[config.mk]
export PLATFORM = sky130hd
export DESIGN_NAME = wb_arbiter
export DESIGN_NICKNAME = d
export VERILOG_FILES = /design/src/rtl/wb_arbiter_pkg.sv /design/src/rtl/wb_ll_fifo.sv /design/src/rtl/wb_arbiter.sv
export SDC_FILE = /design/constraint.sdc
export NUM_CORES = 1
export LEC_CHECK = 0
export ABC_AREA = 1
export ABC_CLOCK_PERIOD_IN_PS = 4100
export CAP_MARGIN = 20
export CORE_MARGIN = 2
export CORE_UTILIZATION = 50
export DETAILED_ROUTE_END_ITERATION = 8
export MAX_ROUTING_LAYER = met4
export PLACE_DENSITY = 0.78
export SLEW_MARGIN = 15
export SYNTH_ARGS = -nofsm -noshare
export SYNTH_HDL_FRONTEND = slang
export SYNTH_SLANG_ARGS = --single-unit
[constraint.sdc]
create_clock -name clk -period 4.1 [get_ports clk]
set_input_delay 0.82 -clock clk [delete_from_list [all_inputs] [get_ports clk]]
set_output_delay 0.82 -clock clk [all_outputs]
set_load 0.005 [all_outputs]
[src/rtl/wb_arbiter_pkg.sv]
// Shared core constants and types for the writeback arbiter and its LL buffer.
package wb_arbiter_pkg;

    localparam int unsigned CORE_REG_NUM     = 32;
    localparam int unsigned RF_W             = $clog2(CORE_REG_NUM);
    localparam int unsigned DATA_W           = 32;
    localparam int unsigned LL_BUF_DEPTH_DEF = 2;

    typedef logic [RF_W-1:0]   regid_t;
    typedef logic [DATA_W-1:0] data_t;

    typedef struct packed {
        regid_t regid;
        data_t  data;
    } wb_entry_t;

    typedef enum logic [1:0] {
        SRC_NONE,
        SRC_PIPE,
        SRC_BUF,
        SRC_BYP
    } wb_src_e;

endpackage

[src/rtl/wb_ll_fifo.sv]
// Small synchronous FIFO holding long-latency results awaiting the regfile port.
module wb_ll_fifo
    import wb_arbiter_pkg::*;
#(
    parameter int unsigned DEPTH = LL_BUF_DEPTH_DEF
) (
    input  logic      clk_i,
    input  logic      rst_i,
    input  logic      push_i,
    input  wb_entry_t wdata_i,
    input  logic      pop_i,
    output wb_entry_t rdata_o,
    output logic      full_o,
    output logic      empty_o
);

    localparam int unsigned PW = $clog2(DEPTH);

    wb_entry_t     mem_q [DEPTH];
    logic [PW-1:0] wr_q;
    logic [PW-1:0] rd_q;
    logic [PW:0]   cnt_q;

    // Pointers are exactly log2(DEPTH) wide, so increment wraps modulo DEPTH.
    always_ff @(posedge clk_i) begin
        if (rst_i) begin
            wr_q  <= '0;
            rd_q  <= '0;
            cnt_q <= '0;
        end else begin
            if (push_i) wr_q <= wr_q + 1'b1;
            if (pop_i)  rd_q <= rd_q + 1'b1;
            case ({push_i, pop_i})
                2'b10:   cnt_q <= cnt_q + 1'b1;
                2'b01:   cnt_q <= cnt_q - 1'b1;
                default: cnt_q <= cnt_q;
            endcase
        end
    end

    always_ff @(posedge clk_i) begin
        if (push_i) mem_q[wr_q] <= wdata_i;
    end

    assign rdata_o = mem_q[rd_q];
    assign full_o  = (cnt_q == (PW+1)'(DEPTH));
    assign empty_o = (cnt_q == '0);

endmodule

[src/rtl/wb_arbiter.sv]
// Merges pipeline writeback with long-latency results onto one registered regfile
// write port and tracks outstanding long-latency destinations for decode stalls.
module wb_arbiter
    import wb_arbiter_pkg::*;
#(
    parameter int unsigned LL_BUF_DEPTH = LL_BUF_DEPTH_DEF,
    parameter int unsigned REG_NUM      = CORE_REG_NUM
) (
    input  logic   clk,
    input  logic   rst,
    input  logic   pipe_write,
    input  regid_t pipe_regid,
    input  data_t  pipe_writedata,
    input  logic   ll_issue_valid,
    input  regid_t ll_issue_regid,
    input  logic   ll_rsp_valid,
    input  regid_t ll_rsp_regid,
    input  data_t  ll_rsp_data,
    output logic   ll_rsp_ready,
    input  regid_t dec_rs1_regid,
    input  regid_t dec_rs2_regid,
    input  regid_t dec_rd_regid,
    input  logic   dec_rd_write,
    output logic   hazard_stall,
    output logic   wb_write,
    output regid_t wb_regid,
    output data_t  wb_writedata
);

    logic               wb_write_q, wb_write_d;
    logic               wb_ll_q, wb_ll_d;
    regid_t             wb_regid_q, wb_regid_d;
    data_t              wb_data_q, wb_data_d;
    logic [REG_NUM-1:0] pending_q, pending_d;
    logic [REG_NUM-1:0] pend_eff, set_vec, clr_vec;

    wb_src_e   sel;
    wb_entry_t head, rsp_entry;
    logic      fifo_full, fifo_empty, push, pop, accept;

    assign rsp_entry    = '{regid: ll_rsp_regid, data: ll_rsp_data};
    assign ll_rsp_ready = ~fifo_full;
    assign accept       = ll_rsp_valid & ~fifo_full;

    wb_ll_fifo #(.DEPTH(LL_BUF_DEPTH)) u_ll_fifo (
        .clk_i   (clk),
        .rst_i   (rst),
        .push_i  (push),
        .wdata_i (rsp_entry),
        .pop_i   (pop),
        .rdata_o (head),
        .full_o  (fifo_full),
        .empty_o (fifo_empty)
    );

    always_comb begin
        sel        = SRC_NONE;
        pop        = 1'b0;
        wb_regid_d = wb_regid_q;
        wb_data_d  = wb_data_q;
        if (pipe_write) begin
            sel        = SRC_PIPE;
            wb_regid_d = pipe_regid;
            wb_data_d  = pipe_writedata;
        end else if (!fifo_empty) begin
            sel        = SRC_BUF;
            pop        = 1'b1;
            wb_regid_d = head.regid;
            wb_data_d  = head.data;
        end else if (accept) begin
            sel        = SRC_BYP;
            wb_regid_d = ll_rsp_regid;
            wb_data_d  = ll_rsp_data;
        end
        push       = accept & (sel != SRC_BYP);
        wb_write_d = (sel != SRC_NONE) & (wb_regid_d != '0);
        wb_ll_d    = wb_write_d & ((sel == SRC_BUF) | (sel == SRC_BYP));
    end

    // A pending bit clears while its LL result sits on wb_*; a same-cycle issue re-sets it.
    always_comb begin
        set_vec = '0;
        clr_vec = '0;
        for (int unsigned i = 1; i < REG_NUM; i++) begin
            set_vec[i] = ll_issue_valid & (32'(ll_issue_regid) == i);
            clr_vec[i] = wb_write_q & wb_ll_q & (32'(wb_regid_q) == i);
        end
        pend_eff  = pending_q & ~clr_vec;
        pending_d = pend_eff | set_vec;
    end

    assign hazard_stall = (pend_eff[dec_rs1_regid] & (dec_rs1_regid != '0))
                        | (pend_eff[dec_rs2_regid] & (dec_rs2_regid != '0))
                        | (pend_eff[dec_rd_regid] & dec_rd_write & (dec_rd_regid != '0));

    always_ff @(posedge clk) begin
        if (rst) begin
            wb_write_q <= 1'b0;
            wb_ll_q    <= 1'b0;
            wb_regid_q <= '0;
            wb_data_q  <= '0;
            pending_q  <= '0;
        end else begin
            wb_write_q <= wb_write_d;
            wb_ll_q    <= wb_ll_d;
            wb_regid_q <= wb_regid_d;
            wb_data_q  <= wb_data_d;
            pending_q  <= pending_d;
        end
    end

    assign wb_write     = wb_write_q;
    assign wb_regid     = wb_regid_q;
    assign wb_writedata = wb_data_q;

    a_pipe_not_pending: assert property (@(posedge clk) disable iff (rst)
        !(pipe_write && (pipe_regid != '0) && pend_eff[pipe_regid]));

    a_no_double_issue: assert property (@(posedge clk) disable iff (rst)
        !(ll_issue_valid && (ll_issue_regid != '0) && pend_eff[ll_issue_regid]));

endmodule

=== Word-level counts from Yosys, hierarchy flattened ===
Memories as Yosys holds them, arrays and structs flattened. A register that Yosys moved wholly into a read port is not among the register bits.
Cells that the tools add are included.

* Add/subtract/negate cells: 4
* Magnitude comparators: 3
* Eq/ne operators: 69
* Muxes and demuxes: 22
* Bitwise operators: 78
* Reduce and logical (&&, ||, !) cells: 7

{| class="wikitable"
|+ Operator list
! operator !! number
|-
| $eq A5 B5 Y1 const B || 32
|-
| $mux W32 || 3
|-
| $eq A5 B4 Y1 const B || 16
|-
| $and A1 B1 Y1 || 71
|-
| $eq A5 B3 Y1 const B || 8
|-
| $and A32 B32 Y32 || 1
|-
| $not A32 Y32 || 1
|-
| $or A32 B32 Y32 || 1
|-
| $eq A5 B2 Y1 const B || 4
|-
| $reduce_bool A5 Y1 || 4
|-
| $lt A5 B6 Y1 const B || 3
|-
| $bmux W1 S5 || 3
|-
| $mux W5 || 3
|-
| $eq A5 B1 Y1 const B || 2
|-
| $mux W1 || 9
|-
| $eq A2 B2 Y1 const B || 4
|-
| $mux W2 || 3
|-
| $pmux W2 S2 || 1
|-
| $reduce_bool A2 Y1 || 2
|-
| $ne A3 B2 Y1 const B || 1
|-
| $or A1 B1 Y1 || 3
|-
| $add A1 B1 Y1 const B || 2
|-
| $add A2 B1 Y2 const B || 1
|-
| $eq A2 B1 Y1 const B || 1
|-
| 4 further kinds || 4
|}

* Register bits after elaboration: 75
* RAM bits: 74
* Input port bits: 100
* Output and inout bits: 40
* Logic and storage cells: 192
* Memories: 1

{| class="wikitable"
|+ Memory list
! name !! words !! bits a word !! read ports !! clocked after Yosys merged registers in !! write ports !! RTL line !! RTL
|-
| u_ll_fifo.mem_q || 2 || 37 || 1 || 1 || 1 || wb_ll_fifo.sv:19 || <nowiki>wb_entry_t mem_q [DEPTH];</nowiki>
|}

=== Depth between registers and ports, before layout ===
Gate-level depths: netlist of run 1.

* Word-level depth: 10
* Gate-level depth with buffers: 14
* Gate-level depth less buffers: 14

=== By module ===
Synthesis of run 1 repeated with hierarchy kept, for this count alone.

* Cells, all modules: 833
* Area total of the unflattened synthesis: 7,279.5 µm²

{| class="wikitable"
|+ Modules (own cells, without submodules)
! module !! times used !! cells an instance !! area an instance (µm²) !! sequential area each (µm²)
|-
| wb_arbiter || 1 || 685 || 4,231.6 || 1,401.3
|-
| wb_ll_fifo || 1 || 148 || 3,047.9 || 2,322.2
|}

=== Least setup slack after synthesis of run 1 ===
No wires, ideal clock.

* Path kind: input -> register
* Start: input pipe_write
* End: memory u_ll_fifo.mem_q[0][0] (netlist name), enable pin
* Library setup time: 0.431 ns
* Arrival: 2.733 ns
* Required time: 3.669 ns
* Slack: 0.936 ns
* Cell stages on the path: 3
* Path buffers: 1
* Cell sequence: buf_2 -> o211ai_1 -> nor2_1

* Longest elaborated chain between the ends: 5

{| class="wikitable"
|+ Ends and longest elaborated chain
! item !! RTL line !! RTL
|-
| start, declared || wb_arbiter.sv:11 || <nowiki>input logic pipe_write,</nowiki>
|-
| $mux W2 || wb_arbiter.sv:61 || <nowiki>if (pipe_write) begin</nowiki>
|-
| $ne A2 B2 Y1 || wb_arbiter.sv:75 || <nowiki>push = accept & (sel != SRC_BYP);</nowiki>
|-
| $and A1 B1 Y1 || wb_arbiter.sv:75 ||
|-
| $mux W1 || wb_ll_fifo.sv:42 || <nowiki>if (push_i) mem_q[wr_q] <= wdata_i;</nowiki>
|-
| $mux W1 (implied by the code) || wb_ll_fifo.sv:42 ||
|-
| end, declared || wb_ll_fifo.sv:19 ||
|}

No other way between the ends.

=== Final worst setup path of run 1 ===
* Start: input dec_rs2_regid[0]
* End: output hazard_stall

* Longest elaborated chain between the ends: 5
* Elaborated cells between the ends (all ways): 6
* Those cells by class: mux (2); bitwise (3); reduce/logical (1)

{| class="wikitable"
|+ Ends and longest elaborated chain
! item !! RTL line !! RTL
|-
| start, declared || wb_arbiter.sv:21 || <nowiki>input regid_t dec_rs2_regid,</nowiki>
|-
| $bmux W1 S5 || wb_arbiter.sv:93 || <nowiki>| (pend_eff[dec_rs2_regid] & (dec_rs2_regid != '0))</nowiki>
|-
| $mux W1 (implied by the code) || wb_arbiter.sv:93 ||
|-
| $and A1 B1 Y1 * || wb_arbiter.sv:93 ||
|-
| $or A1 B1 Y1 * || wb_arbiter.sv:93 ||
|-
| $or A1 B1 Y1 * || wb_arbiter.sv:94 || <nowiki>| (pend_eff[dec_rd_regid] & dec_rd_write & (dec_rd_regid != '0));</nowiki>
|-
| end, declared || wb_arbiter.sv:24 || <nowiki>output logic hazard_stall,</nowiki>
|}

Every way passes the cells marked *; elsewhere a longest branch is shown, timed or not. The select of a mux whose other input is x is not followed.

==> flow_metrics.py, run 1 <==
metrics = {
    "setup_path": {
        "cpPeakStageDelay_ns": 0.51,
        "crit_path_start_kind": "input pin",
        "crit_family": "buffers and inverters",
        "crit_fanout": 9,
        "cp.arrival_ns": 2.98,
        "crit_required_ns": 3.28,
        "cp_common_cell": "nand3_1",
        "crit_type": "in2out",
        "slowest_stage": "clkdlybuf4s50_1",
        "crit_path_end_kind": "primary output",
        "crit_chain": "clkdlybuf4s50_1 > inv_2 > nor2_1 > inv_1 > o21ai_1 > nor2_1 > nand2_1 > nand3_1 > nand3_1 > nand2_1 > nand3_1 > clkdlybuf4s50_1",
        "cp.buffers_inverters": 4,
    },
    "global_route": {
        "overflow": 0,
        "antenna_found_initial": 0,
        "grt_pass1_vias": 6517,
        "grt_pass1_wl_um": 32700,
        "grt_use_total_pct": 29.2,
        "grt_max_degree": 50,
    },
    "power": {
        "p_leak_nw": 3.50,
        "clkPwrFrac_pct": 35.1,
        "switching_share_pct": 31.2,
        "intPower_mw": 3.08,
        "ir_drop_uv": 399,
        "p_sw_mw": 1.40,
        "seq_power_share_pct": 41.3,
        "power_frac_comb_pct": 23.6,
        "pwr_density_cell_mw_per_mm2": 482,
    },
    "timing": {
        "post-route-period-util_pct": 92.6,
        "finalSetupViolations": 0,
        "min_period_ns": 3.80,
        "slew_viol_final": 0,
        "rsz0062_at_grt": "no",
        "fmax_ghz": 0.263,
        "tns_ns": 0,
        "slew_headroom_pct": 48.3,
        "worst_pin_slew_ns": 0.775,
        "finalClockSkew_ns": 0.0184,
        "hold_violations": 0,
    },
    "placed_design": {
        "port_buffers": 139,
        "place_area_mm2": 0.00870,
        "dp_hpwl_um": 14600,
        "gp_congestion": 1.01,
    },
    "final_layout": {
        "fin_area_mm2": 0.00930,
        "seqCellArea_mm2": 0.00372,
        "nFillCells": 1126,
        "multiInputGateArea_mm2": 0.00304,
        "antenna_cells": 0,
        "layout_commonest_cell": "nand2_1",
        "drive_gt1_share_pct": 9.35,
        "nNetsFinal": 1104,
        "fin_util_pct": 66.8,
        "area.growth.synth_to_final_pct": 30.1,
        "mostFrequentLayoutCells": "nand2_1 (192), clkdlybuf4s50_1 (138), nor2_1 (102), nand3_1 (78), dfxtp_1 (75)",
    },
    "floorplanning": {
        "ios": 140,
        "core_mm2": 0.0139,
        "die_w_um": 124,
        "rows": 43,
        "initial_utilization_pct": 51.3,
        "fp.dieH_um": 124,
        "dieArea_mm2": 0.0153,
    },
    "logic_synthesis": {
        "synth_enable_flop_cells": 74,
        "synth_flop_cell": "dfxtp_1",
        "synth-seq-cells": 149,
        "syn_area_per_cell_um2": 8.22,
        "synth.distinct_cells": 35,
        "synth_top_area_share_pct": 31.1,
        "netlist_area_mm2": 0.00715,
        "ys_top_cells_by_area": "edfxtp_1 (31%), dfxtp_1 (21%), nand2_1 (10%)",
        "yosys_warnings": 0,
        "synthArstFlopShare_pct": 0,
        "synth_area_leader_cell": "edfxtp_1",
        "ys_seq_area_share_pct": 52.1,
        "syn-num-nets": 971,
        "syn-instance-count": 870,
    },
    "clocking": {
        "hold_buffers": 0,
        "clk_pin_slew_ns": 0.07,
        "cts_max_path_buffers": 2,
        "cts_resized": 0,
        "cts_sinks": 149,
        "cts_root_buffer": "clkbuf_16",
        "cts_tree": "yes",
        "h-tree-depth": 4,
        "cts_setup_buffers": 0,
        "cts_buffers": 17,
        "clock_latency_ns": 0.43,
    },
    "route": {
        "drt-initial-drc-count": 745,
        "wirelength_um": 20900,
        "wl_per_cell_um": 17.5,
        "drc": 0,
        "num_vias": 6836,
        "routed_via_density": 5.72,
        "ant_nets": 0,
        "firstDrtPassIters": 5,
    },
    "min_path": {
        "worstHoldPathType": "reg2reg",
    },
    "outcome": {
        "outcome": "completed",
    },
    "job": {
        "drv_cap": 0,
    },
}
## cells by family after synthesis
family                   count (synthesis)  synth area share [%]
flip-flops                             149                  52.1
adder cells (fa/ha/maj)                  1                 0.175
AND/OR/NAND/NOR                        431                  26.3
AO/OA/AOI/OAI                          193                  15.7
buffers and inverters                   95                  5.64
multiplexers                             1                 0.140
## worst register-to-register path, stage by stage, from the launching register on
cell and delay (ns):
dfxtp_1 0.53, nor2_4 0.13, nor2_4 0.53, inv_2 0.31
o21ai_0 0.28, a21oi_1 0.09, nand3_1 0.12, o21ai_1 0.08
a21oi_1 0.15
## routing by layer
metal	GRT usage (%)	wire length (um)
met3	6.50	1800
met2	44.6	9550
met4	11.9	718
met5	-	0
met1	37.9	8860
## power by group through the flow
| stage | Combinational [mW] | Sequential, mW | Clock (mW) |
|---|---|---|---|
| floorplan | 0.594 | 1.86 | 0 |
| finish | 1.06 | 1.85 | 1.57 |
| global placement | 1.03 | 1.87 | 0 |
| CTS | 1.06 | 1.85 | 1.59 |
| detailed placement | 1.05 | 1.88 | 0 |
| global route | 1.16 | 1.87 | 1.64 |
## state kept, by name, summed over array words and instances, names as in the netlist, named ones only
signal	flops
pending_q	31
u_ll_fifo.cnt_q	2
u_ll_fifo.mem_q	74
u_ll_fifo.rd_q	1
u_ll_fifo.wr_q	1
wb_ll_q	1
wb_regid	5
wb_write	1
wb_writedata	32
## cells in the mapped netlist, types with 4 or more instances
cell	number
a21boi_0	4
nor2_1	104
nand2_1	192
or2_2	21
edfxtp_1	74
a31oi_1	18
nand3_1	78
nand2_2	10
dfxtp_1	75
inv_2	5
o21ai_0	62
a221oi_1	16
a21oi_1	62
inv_1	48
o21ai_1	6
buf_2	10
clkbuf_1	23
o211ai_1	21
nor3_1	17
## worst paths after layout
check | to | slack, ns | start | depth (start not counted)
worst min register to register | u_ll_fifo.rd_q | 0.46 | u_ll_fifo.rd_q | 1
worst max register to register | wb_write | 1.81 | u_ll_fifo.cnt_q[0] | 8
worst min-delay path | u_ll_fifo.rd_q | 0.46 | u_ll_fifo.rd_q | 1
worst max-delay path | hazard_stall | 0.30 | dec_rs2_regid[0] | 12
## final cells by class
type / count / area share, %
multi-input cells: 626 / 32.6
clock buffers: 17 / 4.57
clock inverters: 15 / 1.91
well taps: 180 / 2.42
repair buffers: 156 / 16.3
flip-flops and latches: 149 / 40.0
inverters: 53 / 2.14
## metrics by stage
stage                     power, mW  hold WS [ns]  setup slack, ns  cells
after global placement         2.91         0.436            0.350   1164
after floorplan                2.46         0.426            0.936    870
after detailed placement       2.92         0.441            0.304   1164
final                          4.48         0.458            0.304   1196
after global routing           4.67         0.475           0.0531   1196
after CTS                      4.49         0.455            0.303   1196
No activity file was read; power rests on OpenSTA's default activity.
==> inputs of run 2 (changes only) <==
Settings changed: CTS_CLUSTER_SIZE set to 10.
==> results of run 2 <==
The final DEF is identical to that of run 1; final timing and power are the same.
